File: src/rtl/branch_resolver_if.sv
// rtl/branch_resolver_if.sv - prediction issue, resolution and BHT-training/redirect signal bundle
interface branch_resolver_if #(
  parameter int PC_W  = 32,
  parameter int IDX_W = 5
);
  // fetch -> resolver: issued predictions
  logic             pred_valid;
  logic             pred_ready;
  logic [PC_W-1:0]  pred_pc;
  logic             pred_taken;
  logic [PC_W-1:0]  pred_target;
  // execute -> resolver: outcome of the oldest in-flight branch
  logic             res_valid;
  logic             res_taken;
  logic [PC_W-1:0]  res_target;
  // resolver -> BHT / fetch: training write and redirect
  logic             bht_en;
  logic [IDX_W-1:0] bht_write_addr;
  logic             bht_was_taken;
  logic             flush;
  logic [PC_W-1:0]  redirect_pc;

  modport master (
    output pred_valid, pred_pc, pred_taken, pred_target,
    output res_valid, res_taken, res_target,
    input  pred_ready, bht_en, bht_write_addr, bht_was_taken, flush, redirect_pc
  );

  modport slave (
    input  pred_valid, pred_pc, pred_taken, pred_target,
    input  res_valid, res_taken, res_target,
    output pred_ready, bht_en, bht_write_addr, bht_was_taken, flush, redirect_pc
  );
endinterface

File: src/rtl/branch_resolver.sv
// rtl/branch_resolver.sv - in-order branch resolution queue with BHT training and mispredict flush (optional BRANCH_STATS_EN counters)
module branch_resolver #(
  parameter int DEPTH = 4,
  parameter int PC_W  = 32,
  parameter int IDX_W = 5
) (
  input  logic                   clk,
  input  logic                   rst,
  branch_resolver_if.slave       br,
  output logic [$clog2(DEPTH):0] inflight,
  output logic                   underflow_err
`ifdef BRANCH_STATS_EN
  ,
  output logic [31:0]            stat_resolved,
  output logic [31:0]            stat_mispred
`endif
);

  localparam int PTR_W = $clog2(DEPTH);
  localparam int CNT_W = PTR_W + 1;
  localparam logic [CNT_W-1:0] DEPTH_C = CNT_W'(DEPTH);
  localparam logic [PC_W-1:0]  PC_STEP = PC_W'(4);

  typedef enum logic {S_RUN, S_FLUSH} state_t;

  state_t           state, state_next;
  logic [PTR_W-1:0] rd_ptr, wr_ptr;
  logic [CNT_W-1:0] count, cnt_next;

  logic [PC_W-1:0]  q_pc     [DEPTH];
  logic             q_taken  [DEPTH];
  logic [PC_W-1:0]  q_target [DEPTH];

  logic             pred_ready_q;
  logic             bht_en_q;
  logic [IDX_W-1:0] bht_addr_q;
  logic             bht_taken_q;
  logic             flush_q;
  logic [PC_W-1:0]  redirect_q;
  logic             underflow_q;

  logic             do_push, do_pop, mispredict, underflow_hit;
  logic [PC_W-1:0]  head_pc, head_target;
  logic             head_taken;

  assign head_pc     = q_pc[rd_ptr];
  assign head_taken  = q_taken[rd_ptr];
  assign head_target = q_target[rd_ptr];

  // Decode this cycle's push/pop/mispredict and the next queue state
  always_comb begin
    do_push       = br.pred_valid && pred_ready_q && (state == S_RUN);
    do_pop        = br.res_valid && (state == S_RUN) && (count != '0);
    underflow_hit = br.res_valid && (state == S_RUN) && (count == '0);
    mispredict    = do_pop && ((head_taken != br.res_taken) ||
                               (br.res_taken && (head_target != br.res_target)));
    state_next    = mispredict ? S_FLUSH : S_RUN;
    cnt_next      = count;
    if (mispredict)
      cnt_next = '0;
    else if (do_push && !do_pop)
      cnt_next = count + 1'b1;
    else if (!do_push && do_pop)
      cnt_next = count - 1'b1;
  end

  // Entry storage; a push coinciding with a mispredict is squashed with the rest
  always_ff @(posedge clk) begin
    if (do_push && !mispredict) begin
      q_pc[wr_ptr]     <= br.pred_pc;
      q_taken[wr_ptr]  <= br.pred_taken;
      q_target[wr_ptr] <= br.pred_target;
    end
  end

  // RUN/FLUSH state, queue pointers and all registered outputs
  always_ff @(posedge clk) begin
    if (rst) begin
      state        <= S_RUN;
      rd_ptr       <= '0;
      wr_ptr       <= '0;
      count        <= '0;
      pred_ready_q <= 1'b0;
      bht_en_q     <= 1'b0;
      bht_addr_q   <= '0;
      bht_taken_q  <= 1'b0;
      flush_q      <= 1'b0;
      redirect_q   <= '0;
      underflow_q  <= 1'b0;
    end else begin
      state        <= state_next;
      count        <= cnt_next;
      pred_ready_q <= (cnt_next < DEPTH_C) && (state_next == S_RUN);
      if (mispredict) begin
        rd_ptr <= '0;
        wr_ptr <= '0;
      end else begin
        if (do_pop)  rd_ptr <= rd_ptr + 1'b1;
        if (do_push) wr_ptr <= wr_ptr + 1'b1;
      end
      bht_en_q <= do_pop;
      if (do_pop) begin
        bht_addr_q  <= head_pc[IDX_W+1:2];
        bht_taken_q <= br.res_taken;
      end
      flush_q <= mispredict;
      if (mispredict)
        redirect_q <= br.res_taken ? br.res_target : head_pc + PC_STEP;
      if (underflow_hit)
        underflow_q <= 1'b1;
    end
  end

`ifdef BRANCH_STATS_EN
  // Saturating resolution / mispredict counters, updated on the pop edge
  always_ff @(posedge clk) begin
    if (rst) begin
      stat_resolved <= '0;
      stat_mispred  <= '0;
    end else begin
      if (do_pop && (stat_resolved != 32'hFFFF_FFFF))
        stat_resolved <= stat_resolved + 32'd1;
      if (mispredict && (stat_mispred != 32'hFFFF_FFFF))
        stat_mispred <= stat_mispred + 32'd1;
    end
  end
`endif

  assign br.pred_ready     = pred_ready_q;
  assign br.bht_en         = bht_en_q;
  assign br.bht_write_addr = bht_addr_q;
  assign br.bht_was_taken  = bht_taken_q;
  assign br.flush          = flush_q;
  assign br.redirect_pc    = redirect_q;
  assign inflight          = count;
  assign underflow_err     = underflow_q;

endmodule

File: src/flat_wrapper.sv
// flat-port wrapper written by rule: the top's interface ports become plain ports
module branch_resolver_flat 
#(
  parameter int DEPTH = 4,
  parameter int PC_W  = 32,
  parameter int IDX_W = 5
)
  (clk, rst, inflight, underflow_err, br_pred_valid, br_pred_pc, br_pred_taken, br_pred_target, br_res_valid, br_res_taken, br_res_target, br_pred_ready, br_bht_en, br_bht_write_addr, br_bht_was_taken, br_flush, br_redirect_pc);
  branch_resolver_if #(.PC_W(PC_W), .IDX_W(IDX_W)) br_i ();
  input  logic clk;
  input  logic rst;
  output logic [$clog2(DEPTH):0] inflight;
  output logic underflow_err;
  input wire logic [$bits(br_i.pred_valid)-1:0] br_pred_valid;
  input wire logic [$bits(br_i.pred_pc)-1:0] br_pred_pc;
  input wire logic [$bits(br_i.pred_taken)-1:0] br_pred_taken;
  input wire logic [$bits(br_i.pred_target)-1:0] br_pred_target;
  input wire logic [$bits(br_i.res_valid)-1:0] br_res_valid;
  input wire logic [$bits(br_i.res_taken)-1:0] br_res_taken;
  input wire logic [$bits(br_i.res_target)-1:0] br_res_target;
  output wire logic [$bits(br_i.pred_ready)-1:0] br_pred_ready;
  output wire logic [$bits(br_i.bht_en)-1:0] br_bht_en;
  output wire logic [$bits(br_i.bht_write_addr)-1:0] br_bht_write_addr;
  output wire logic [$bits(br_i.bht_was_taken)-1:0] br_bht_was_taken;
  output wire logic [$bits(br_i.flush)-1:0] br_flush;
  output wire logic [$bits(br_i.redirect_pc)-1:0] br_redirect_pc;
  assign br_i.pred_valid = br_pred_valid;
  assign br_i.pred_pc = br_pred_pc;
  assign br_i.pred_taken = br_pred_taken;
  assign br_i.pred_target = br_pred_target;
  assign br_i.res_valid = br_res_valid;
  assign br_i.res_taken = br_res_taken;
  assign br_i.res_target = br_res_target;
  assign br_pred_ready = br_i.pred_ready;
  assign br_bht_en = br_i.bht_en;
  assign br_bht_write_addr = br_i.bht_write_addr;
  assign br_bht_was_taken = br_i.bht_was_taken;
  assign br_flush = br_i.flush;
  assign br_redirect_pc = br_i.redirect_pc;
  branch_resolver #(.DEPTH(DEPTH), .PC_W(PC_W), .IDX_W(IDX_W)) u_core (.clk(clk), .rst(rst), .br(br_i), .inflight(inflight), .underflow_err(underflow_err));
endmodule
File: config.mk
export PLATFORM = sky130hd
export DESIGN_NAME = branch_resolver_flat
export DESIGN_NICKNAME = d
export VERILOG_FILES = /design/src/rtl/branch_resolver_if.sv /design/src/rtl/branch_resolver.sv /design/src/flat_wrapper.sv
export SDC_FILE = /design/constraint.sdc
export NUM_CORES = 1
export LEC_CHECK = 0
export BUFFER_PORTS_ARGS = -buffer_cell sky130_fd_sc_hd__buf_2
export CAP_MARGIN = 30
export CORE_ASPECT_RATIO = 0.5
export CORE_MARGIN = 2
export CORE_UTILIZATION = 45
export CTS_CLUSTER_DIAMETER = 60
export DETAILED_ROUTE_END_ITERATION = 10
export PLACE_DENSITY = 0.7
export SLEW_MARGIN = 0
export SYNTH_ARGS = -nofsm -noshare
export SYNTH_HDL_FRONTEND = slang
export SYNTH_SLANG_ARGS = --single-unit
File: constraint.sdc
create_clock -name clk -period 13.4 [get_ports clk]
set_input_delay 1.34 -clock clk [delete_from_list [all_inputs] [get_ports clk]]
set_output_delay 1.34 -clock clk [all_outputs]
set_load 0.02 [all_outputs]
==> results of run 1 <==
critical path, delay by kind of cell, from the launching register on:
| kind | cells | cell delay (ns) |
|---|---|---|
| buffers and inverters | 2 | 1.24 |
| flip-flops | 1 | 0.63 |
| AO/OA/AOI/OAI | 2 | 0.33 |
| AND/OR/NAND/NOR | 4 | 2.27 |
| multiplexers | 1 | 0.43 |
final timing paths:
kind | endpoint | cells after the start
worst max-delay path | u_core.q_pc[0][28] | 9
worst min-delay path | u_core.br.redirect_pc[31] | 1
worst max register to register | u_core.q_pc[0][28] | 9
worst min register to register | u_core.br.redirect_pc[31] | 1
sequential cells by signal (all words and copies together), names as in the netlist, 2 cells and up, named ones only:
register	cells
u_core.q_pc	128
u_core.inflight	3
u_core.rd_ptr	2
u_core.q_target	128
u_core.q_taken	4
u_core.br.bht_write_addr	5
u_core.br.redirect_pc	32
u_core.wr_ptr	2
logic make-up after synthesis:
| group | Yosys count | synth area share (%) |
|---|---|---|
| flops | 311 | 68.15 |
| fa+ha+maj | 10 | 0.9659 |
| simple gates | 150 | 6.510 |
| buf+inv | 51 | 2.164 |
| compound gates | 105 | 5.428 |
| xor+xnor | 58 | 3.922 |
| mux | 94 | 12.86 |
power by group through the flow:
stage	clock [uW]	combinational, uW	sequential, uW
after detailed placement	0	685	1230
after global routing	939	742	1220
after global placement	0	668	1230
after CTS	899	689	1210
final	886	692	1210
after floorplan	0	466	1250
metal layers:
metal / share of wire [%] / up-vias / routed length, microns
li1: - / 3400 / -
met3: 5.4 / 68 / 1708
met4: 2.9 / 0 / 900
met5: 0 / - / 0
met2: 48 / 229 / 14980
met1: 44 / 3909 / 13860
cells in the final DEF, fill, tap and decap left out, types with 3 or more instances in the layout:
master | netlist | routed
a211oi_1 | 3 | 3
nand4_1 | 12 | 12
and2_1 | 5 | 5
o31ai_1 | 4 | 4
buf_2 | 8 | 146
nor3b_1 | 4 | 3
o21ai_0 | 25 | 25
nand2_1 | 26 | 26
nand2b_1 | 4 | 4
nor4b_1 | 4 | 4
nor2_1 | 29 | 29
clkbuf_1 | 17 | 4
o211ai_1 | 9 | 9
clkbuf_16 | 0 | 30
a311oi_1 | 4 | 4
mux2_2 | 3 | 3
o21a_1 | 6 | 6
nor4_1 | 7 | 7
clkbuf_8 | 0 | 3
or4_1 | 3 | 3
edfxtp_1 | 260 | 260
dfxtp_1 | 51 | 49
ha_1 | 10 | 10
inv_1 | 10 | 10
xnor2_1 | 41 | 41
a31oi_1 | 3 | 3
xor2_1 | 17 | 17
mux2i_1 | 34 | 34
and3_2 | 0 | 4
nand3_1 | 19 | 19
a21oi_1 | 21 | 21
a21o_1 | 3 | 3
clkinv_2 | 0 | 5
bufinv_16 | 0 | 5
buf_4 | 6 | 9
nor3_1 | 16 | 16
mux4_2 | 55 | 55
a31o_1 | 5 | 5
metrics by stage:
stage	utilization [%]	hold slack (ns)	cell area, sq um
3_3_place_gp	50.09	0.4503	14010
3_5_place_dp	50.18	0.4482	14040
6_report	54.01	0.4625	15110
5_1_grt	53.99	0.4839	15110
4_1_cts	53.90	0.4637	15080
2_1_floorplan	-	0.5281	12950
cell type report:
| type | count | share of cell area [%] |
|---|---|---|
| inverter | 12 | 0.2981 |
| clock buffer | 37 | 5.341 |
| tap | 382 | 3.163 |
| multi-input combinational | 417 | 25.51 |
| sequential | 311 | 58.47 |
| clock inverter | 17 | 1.532 |
| antenna | 2 | 0.03312 |
| timing repair buffer | 157 | 5.647 |
==> summary.md, run 1 <==
| Metric | Value |
|---|---|
| Clk slew on worst S/H paths | ~0.060 ns |
| First-pass GRT wire length | approximately 46000 microns |
| Routing usage on met1 | roughly 28% |
| Via count | around 7.6k |
| Asr flop ratio synth | 0% |
| Routed wire length | about 31000 microns |
| ANT nets after route | 0 |
| Crit-path cells | buf_4 -> mux2_2 -> a221oi_1 -> a21oi_1 -> or4_4 -> or4_4 -> nand2_4 -> and3_2 -> buf_4 |
| Critical-path top delay cell | and3_2 |
| Vias/cell | around 5.7 |
| Worst slew pin tran | 1.034 ns |
| GP Congestion | a little under 0.9 |
| Core area | ~28000 sq um |
| Top cells by count, synth | edfxtp_1, mux4_2, dfxtp_1, xnor2_1, mux2i_1 |
| Synth warnings | 0 |
| Hold_sp | u_core.br.redirect_pc[31] |
| Largest cells by area after synthesis | edfxtp_1, mux4_2, dfxtp_1 |
| Drt drc | 0 |
| DP HPWL | approximately 21000 microns |
| Sw Ratio | roughly 29% |
| Final WS setup | ~8.0 ns |
| Startpoint Class | register |
| Register area | 8836 sq um |
| Design Power | around 2800 uW |
| Hold_buf cts | 0 |
| Fmax | between 150 and 200 MHz |
| I/O Pins | 147 |
| Yosys cell types | 67 |
| Seq pwr share | ~44% |
| Status | finished, final reports clean |
| Seq cells post-synth | 311 |
| Die outline area | between 30000 and 40000 sq um |
| Worst slew margin | a little under a third |
| Setup crit end kind | register |
| TritonCTS Sinks | about 310 |
| Psw | between 800 and 900 uW |
| GRT Overall Usage | around a fifth |
| CP required | roughly 14 ns |
| Placed insts | roughly 1.3k |
| Clk_lat worst skew | ~0.56 ns |
| Die extent in y | about 120 microns |
| Clock Skews | around 0.018 ns |
| Top FF cell, synth | edfxtp_1 |
| Global route overflow | 0 |
| Share of post-route cells with drive strength above 1 | about 30% |
| Final hold vios | 0 |
| Multi-input logic area | ~3900 sq um |
| Syn_nets | just under 900 |
| Worst Path Arrival | 5.62 ns |
| Power density cells | 184.8 nW/um^2 |
| Int Pwr | about 2000 uW |
| Largest net degree at the start of global routing | between 60 and 70 |
| GR met3 Demand/Resource | about 3.9% |
| Post-synth top area cell | edfxtp_1 |
| Number of fill cells | between 2k and 2.5k |
| Yosys top cell area share | 60.27% |
| Port bufs | around 150 |
| Root buffer cell | clkbuf_16 |
| Nets@finish | between 1k and 1.5k |
| DR iter-0 viols | 775 |
| Synthesized netlist cell count | 779 |
| TritonCTS clock tree | yes |
| RSZ-0062 raised after global routing | no |
| Die width | 243.9 microns |
| Post-Syn Area per Cell | between 15 and 20 sq um |
| Setup TNS | 0 ns |
| Slew Limit Fails | 0 |
| Crit-path max FO | 47 |
| Period minus WS final | 5.432 ns |
| R2r setup slk | 7.97 ns |
| Final Setup Violations | 0 |
| Initial antenna violation count | 3 |
| Post-CTS Setup Bufs | 0 |
| Most crowded layer after global routing | met2 |
| H-tree depth | 1 |
| DP Worst Slack | between 7 and 8 ns |
| Leak | 0.005085 uW |
| Peak VDD IR | 0.1090 mV |
| Critical path type | register to register |
| Clock buffer depth | 3 |
| Post-synth EDFFs | 260 |
| Post_cts resized | 0 |
| Sequential fraction of the synthesis area | just under 70% |
| Most frequent cell after synthesis | edfxtp_1 |
| Clock power frac | approximately a third |
| Tcrit/Tclk final | between 40% and 50% |
| Row count | 43 |
| Worst Hold Class | register to register |
| DRT Pass-1 Iters | 5 |
| Max incr delay on CP | 0.78 ns |
| Post-route insts no fill | 1335 |
| Max_cap viols | 0 |
| Met2 GRT Util | between 30% and 40% |
| Comb power frac | about a quarter |
| Vias in the first global route | 7433 |
| Routed WL per cell | 23.56 microns |
| Initial core utilization | a little under half |
| Synth-to-Final Area Change | 16.65% |
| Mapped Area | about 13000 sq um |
| Cts bufs inserted | 29 |
Power figures use the tool's default switching activity.
==> inputs of run 2 (changes only) <==
PLACE_DENSITY = 0.72   (was 0.7)
clock period = 4.39 ns   (was 13.4 ns; I/O delays follow)
==> run 2 against run 1 <==
Clock-buffer cell count decreased by 9. Clock skew grew 0.00070 ns. Combinational power grew to 3.0 times the previous value. Sequential share of layout area is essentially flat. Cell area barely moved. Clock power increased to 2.8 times the previous value. Hold slack worse by 0.36 ns. Critical endpoint is now u_core.q_pc[0][7]. Largest cell class unchanged. Highest routed layer unchanged.
==> summary.md, run 2 (synthesized netlist as in run 1, its figures left out) <==
| Metric | Value |
|---|---|
| Sw Ratio | about 30% |
| Hold_buf cts | 0 |
| Power density cells | 552.3 nW/um^2 |
| Post_cts resized | 0 |
| Initial core utilization | 46.30% |
| Final Setup Violations | 0 |
| Routed WL per cell | roughly 24 microns |
| Slew Limit Fails | 0 |
| Vias/cell | ~5.8 |
| Final hold vios | 0 |
| Clk_lat worst skew | approximately 0.56 ns |
| Row count | 43 |
| Tcrit/Tclk final | about nine tenths |
| Worst slew margin | between 30% and 40% |
| Share of post-route cells with drive strength above 1 | a little under a third |
| H-tree depth | 1 |
| Leak | 0.005060 uW |
| Design Power | 8340 uW |
| Multi-input logic area | roughly 3900 sq um |
| Register area | slightly below 9000 sq um |
| CP required | 4.58 ns |
| Via count | 7745 |
| Number of fill cells | ~2.2k |
| Worst Path Arrival | between 4 and 5 ns |
| Crit-path cells | buf_4 -> inv_1 -> a221oi_1 -> a21oi_1 -> or4_4 -> or4_4 -> nand2_4 -> and3_2 -> buf_12 |
| Status | finished, final reports clean |
| CP endpoint | u_core.q_pc[0][7] |
| Core area | approximately 28000 sq um |
| Cts bufs inserted | 27 |
| Worst r2r dst | u_core.q_pc[0][7] |
| Most frequent cells in the layout | edfxtp_1, buf_2, mux4_2 |
| Drt drc | 0 |
| Clock buffer depth | 3 |
| Die outline area | 30240 sq um |
| RSZ-0062 raised after global routing | no |
| GRT Overall Usage | between 20% and 30% |
| TritonCTS clock tree | yes |
| Largest net degree at the start of global routing | 66 |
| Initial antenna violation count | 1 |
| Crit-path most repeated cell | or4_4 |
| Placed insts | 1285 |
| I/O Pins | roughly 150 |
| GP Congestion | between 0.8 and 0.9 |
| Routed wire length | roughly 32000 microns |
| Startpoint Class | register |
| Post-route insts no fill | between 1k and 1.5k |
| Max incr delay on CP | 0.68 ns |
| Vias in the first global route | around 7.5k |
| DP HPWL | ~22000 microns |
| Nets@finish | between 1k and 1.5k |
| Period minus WS final | 4.027 ns |
| Comb power frac | roughly a quarter |
| Clock Skews | approximately 0.018 ns |
| Die width | 243.9 microns |
| Clk slew on worst S/H paths | 0.07 ns |
| Port bufs | approximately 150 |
| Peak VDD IR | 0.3509 mV |
| DR iter-0 viols | about 840 |
| Global route overflow | 0 |
| Worst slew pin tran | 1.034 ns |
| Root buffer cell | clkbuf_16 |
| First-pass GRT wire length | roughly 47000 microns |
| Die extent in y | between 100 and 150 microns |
| Fmax | 248.3 MHz |
| Int Pwr | ~5800 uW |
| Clock power frac | 30.2% |
| Max_cap viols | 0 |
| Seq pwr share | 44.6% |
| TritonCTS Sinks | 311 |
| Crit-path max FO | 65 |
| Setup TNS | 0 ns |
| Post-CTS Setup Bufs | 0 |
| Worst Hold Class | input pin to register |
| Setup crit end kind | register |
| Psw | roughly 2500 uW |
| Commonest non-fill, non-tap cell in the layout | edfxtp_1 |
| Reg2reg path depth | 9 |
| Critical-path top delay cell | or4_4 |
| Synth-to-Final Area Change | 16.57% |
| ANT nets after route | 0 |
| Critical path type | register to register |
| R2r setup slk | roughly 0.36 ns |
| DRT Pass-1 Iters | 5 |
[run 2: changes by cell type in the layout (fill, tap and decap cells not counted), sizes merged]
| cell | before | now |
|---|---|---|
| clkbuf | 37 | 28 |
| buf | 157 | 163 |
| clkinvlp | 2 | 5 |
| clkinv | 8 | 10 |
| diode | 2 | 1 |
[run 2: cell type report]
| class | count | area share (%) |
|---|---|---|
| Sequential cell | 311 | 58.51 |
| Multi-Input combinational cell | 417 | 25.53 |
| Timing Repair Buffer | 163 | 6.264 |
| Clock buffer | 28 | 4.499 |
| Tap cell | 382 | 3.165 |
| Clock inverter | 22 | 1.715 |
| Inverter | 12 | 0.2983 |
| Antenna cell | 1 | 0.01657 |
[run 2: worst min path at each step]
stage / start / endpoint / slack [ns] / depth (start not counted)
5_1_grt: br_pred_target[22] / u_core.q_target[1][22] / 0.09 / 1
2_1_floorplan: u_core.rd_ptr[1] / register / 0.53 / 2
4_1_cts: br_pred_target[22] / u_core.q_target[3][22] / 0.09 / 1
6_report: br_pred_target[16] / u_core.q_target[2][16] / 0.1 / 1
3_3_place_gp: u_core.underflow_err / u_core.underflow_err / 0.44 / 2
3_5_place_dp: u_core.br.redirect_pc[24] / u_core.br.redirect_pc[24] / 0.46 / 2
[run 2: worst max-delay path, delay by kind of cell, from the launching register on]
kind                   cells  cell delay (ns)
AO/OA/AOI/OAI              2             0.38
buffers and inverters      3             0.94
flip-flops                 1             0.67
AND/OR/NAND/NOR            4             1.57
[run 2: per-stage QoR]
step           util, %  cell area, sq um  setup slack (ns)  hold WS [ns]
2_1_floorplan        -             12960            0.5040        0.5281
3_3_place_gp     50.61             14160            0.5072        0.4412
3_5_place_dp     50.61             14160            0.3721        0.4561
4_1_cts          53.97             15100            0.3392       0.08833
5_1_grt          53.97             15100            0.1119       0.09199
6_report         53.98             15100            0.3628       0.09961
[run 2: power groups by stage]
| stage | clock (uW) | combinational [uW] | sequential (uW) |
|---|---|---|---|
| 4_1_cts | 2550 | 2100 | 3730 |
| 3_3_place_gp | 0 | 2050 | 3770 |
| 6_report | 2520 | 2100 | 3720 |
| 3_5_place_dp | 0 | 2090 | 3790 |
| 5_1_grt | 2670 | 2260 | 3760 |
| 2_1_floorplan | 0 | 1420 | 3810 |
[run 2: routing by layer]
| layer | part of all wire [%] | GRT usage (%) | vias to the layer above |
|---|---|---|---|
| met3 | 7.1 | 4.029 | 58 |
| met2 | 48 | 33.63 | 301 |
| met5 | 0 | 0 | - |
| met1 | 43 | 29.52 | 3985 |
| li1 | - | - | 3401 |
| met4 | 2.7 | 6.136 | 0 |
==> inputs of run 3 (changes only) <==
CORE_ASPECT_RATIO = 2   (was 0.5)
==> run 3 against run 2 <==
Worst setup slack better by 0.099 ns. Clock-buffer cell count unchanged. Final cell count down 1.9%. Critical endpoint is now u_core.q_target[1][26].
==> summary.md, run 3 (synthesized netlist as in run 1, its figures left out) <==
| Metric | Value |
|---|---|
| Worst slew margin | roughly half |
| ANT nets after route | 0 |
| Core area | between 20000 and 30000 sq um |
| Hold_buf cts | 0 |
| Period minus WS final | about 3.9 ns |
| N_diodes | 0 |
| Max incr delay on CP | 0.71 ns |
| Final hold vios | 0 |
| Leak | 0.005064 uW |
| Buf/Inv on CP | 1 |
| Setup TNS | 0 ns |
| Fmax | around 250 MHz |
| Clock buffer depth | 3 |
| Nets@finish | between 1k and 1.5k |
| Tcrit/Tclk final | 89.49% |
| TritonCTS Sinks | just over 300 |
| Vias/cell | 5.852 |
| Register area | 8836 sq um |
| Seq pwr share | between 40% and 50% |
| Row count | 87 |
| Final Setup Violations | 0 |
| Clock power frac | between 20% and 30% |
| First-pass GRT wire length | between 40000 and 50000 microns |
| Die outline area | just over 30000 sq um |
| Drt drc | 0 |
| DP HPWL | between 20000 and 25000 microns |
| Critical path type | register to register |
| TritonCTS clock tree | yes |
| H-tree depth | 1 |
| Vias in the first global route | roughly 8.0k |
| Final WS setup | ~0.46 ns |
| Crit-path max FO | 51 |
| Psw | 2440 uW |
| Design Power | 8289 uW |
| Slew Limit Fails | 0 |
| Commonest non-fill, non-tap cell in the layout | edfxtp_1 |
| GP Congestion | about 0.86 |
| Multi-input logic area | 3855 sq um |
| CP required | about 4.6 ns |
| Largest net degree at the start of global routing | 52 |
| Cts bufs inserted | 26 |
| Most frequent cells in the layout | edfxtp_1, buf_2, mux4_2 |
| Post_cts resized | 0 |
| DRT Pass-1 Iters | 5 |
| Die extent in y | between 200 and 250 microns |
| Comb power frac | roughly 26% |
| Sw Ratio | between 20% and 30% |
| Peak VDD IR | 0.3367 mV |
| Die width | approximately 120 microns |
| Power density cells | 549.6 nW/um^2 |
| Crit-path cells | mux4_2 -> xnor2_1 -> nand4_1 -> or3_1 -> or4_4 -> nand2_4 -> and3_2 -> buf_12 |
| Worst Path Arrival | ~4.1 ns |
| Routed WL per cell | between 20 and 25 microns |
| Critical-path top delay cell | dfxtp_4 |
| GRT Overall Usage | between 20% and 30% |
| RSZ-0062 raised after global routing | no |
| Hold_sp | br_pred_pc[3] |
| Worst slew pin tran | a little over 0.7 ns |
| Port bufs | between 100 and 150 |
| I/O Pins | 147 |
| Status | finished, final reports clean |
| Via count | ~7.7k |
| Clk slew on worst S/H paths | approximately 0.070 ns |
| DR iter-0 viols | 447 |
| Routed wire length | 32580 microns |
| Number of fill cells | 2337 |
| Worst Hold Class | input pin to register |
| Setup crit end kind | register |
| Int Pwr | around 5800 uW |
| Initial antenna violation count | 0 |
| Max_cap viols | 0 |
| Synth-to-Final Area Change | 16.42% |
| DP Worst Slack | roughly 0.5 ns |
| Root buffer cell | clkbuf_16 |
| CP top delay family | simple AND/OR/NAND/NOR gates |
| Share of post-route cells with drive strength above 1 | between 30 and 40% |
| Final instance area | 15080 sq um |
| Global route overflow | 0 |
| Clock Skews | 0.01340 ns |
| Startpoint Class | register |
| Clk_lat worst skew | 0.54 ns |
| Post-CTS Setup Bufs | 0 |
| Dpl cell area | approximately 14000 sq um |
| Initial core utilization | a little under half |
==> run 3: cell types whose count changed in the layout (fill, tap and decap cells not counted), sizes merged <==
cell	previous run	this run
clkinv	10	6
diode	1	0
buf	163	167
clkinvlp	5	6
==> run 3: worst paths after layout <==
| kind | end | slack [ns] | cells past startpoint |
|---|---|---|---|
| worst min register to register | u_core.br.redirect_pc[24] | 0.46 | 2 |
| worst max register to register | u_core.q_target[1][26] | 0.46 | 8 |
| worst max-delay path | u_core.q_target[1][26] | 0.46 | 8 |
| worst min-delay path | u_core.q_pc[0][3] | 0.12 | 1 |
==> run 3: per-stage QoR <==
step           cells  utilization (%)  hold WS [ns]
2_1_floorplan    779                -        0.5281
3_3_place_gp    1262            50.00        0.4453
3_5_place_dp    1263            50.04        0.4516
4_1_cts         1310            53.28       0.09120
5_1_grt         1310            53.28        0.1052
6_report        1310            53.28        0.1182
==> run 3: layer usage <==
layer / part of all wire, % / vias to the layer above / global-route usage [%]
met5: 0 / - / 0
met4: 5.8 / 0 / 12.23
met3: 4.4 / 77 / 2.402
met2: 55 / 260 / 40.13
met1: 34 / 3928 / 24.16
li1: - / 3401 / -
==> run 3: layout make-up <==
class	instances	share of cell area [%]
multi-input combinational	417	25.56
tap	356	2.954
sequential	311	58.59
clock buffer	28	4.505
inverter	12	0.2987
clock inverter	19	1.593
timing repair buffer	167	6.496
==> run 3: power by group through the flow <==
stage | sequential (uW) | clock [uW] | combinational (uW)
final | 3720 | 2450 | 2120
after global routing | 3750 | 2600 | 2280
after CTS | 3720 | 2490 | 2130
after detailed placement | 3780 | 0 | 2130
after global placement | 3770 | 0 | 2090
after floorplan | 3810 | 0 | 1420
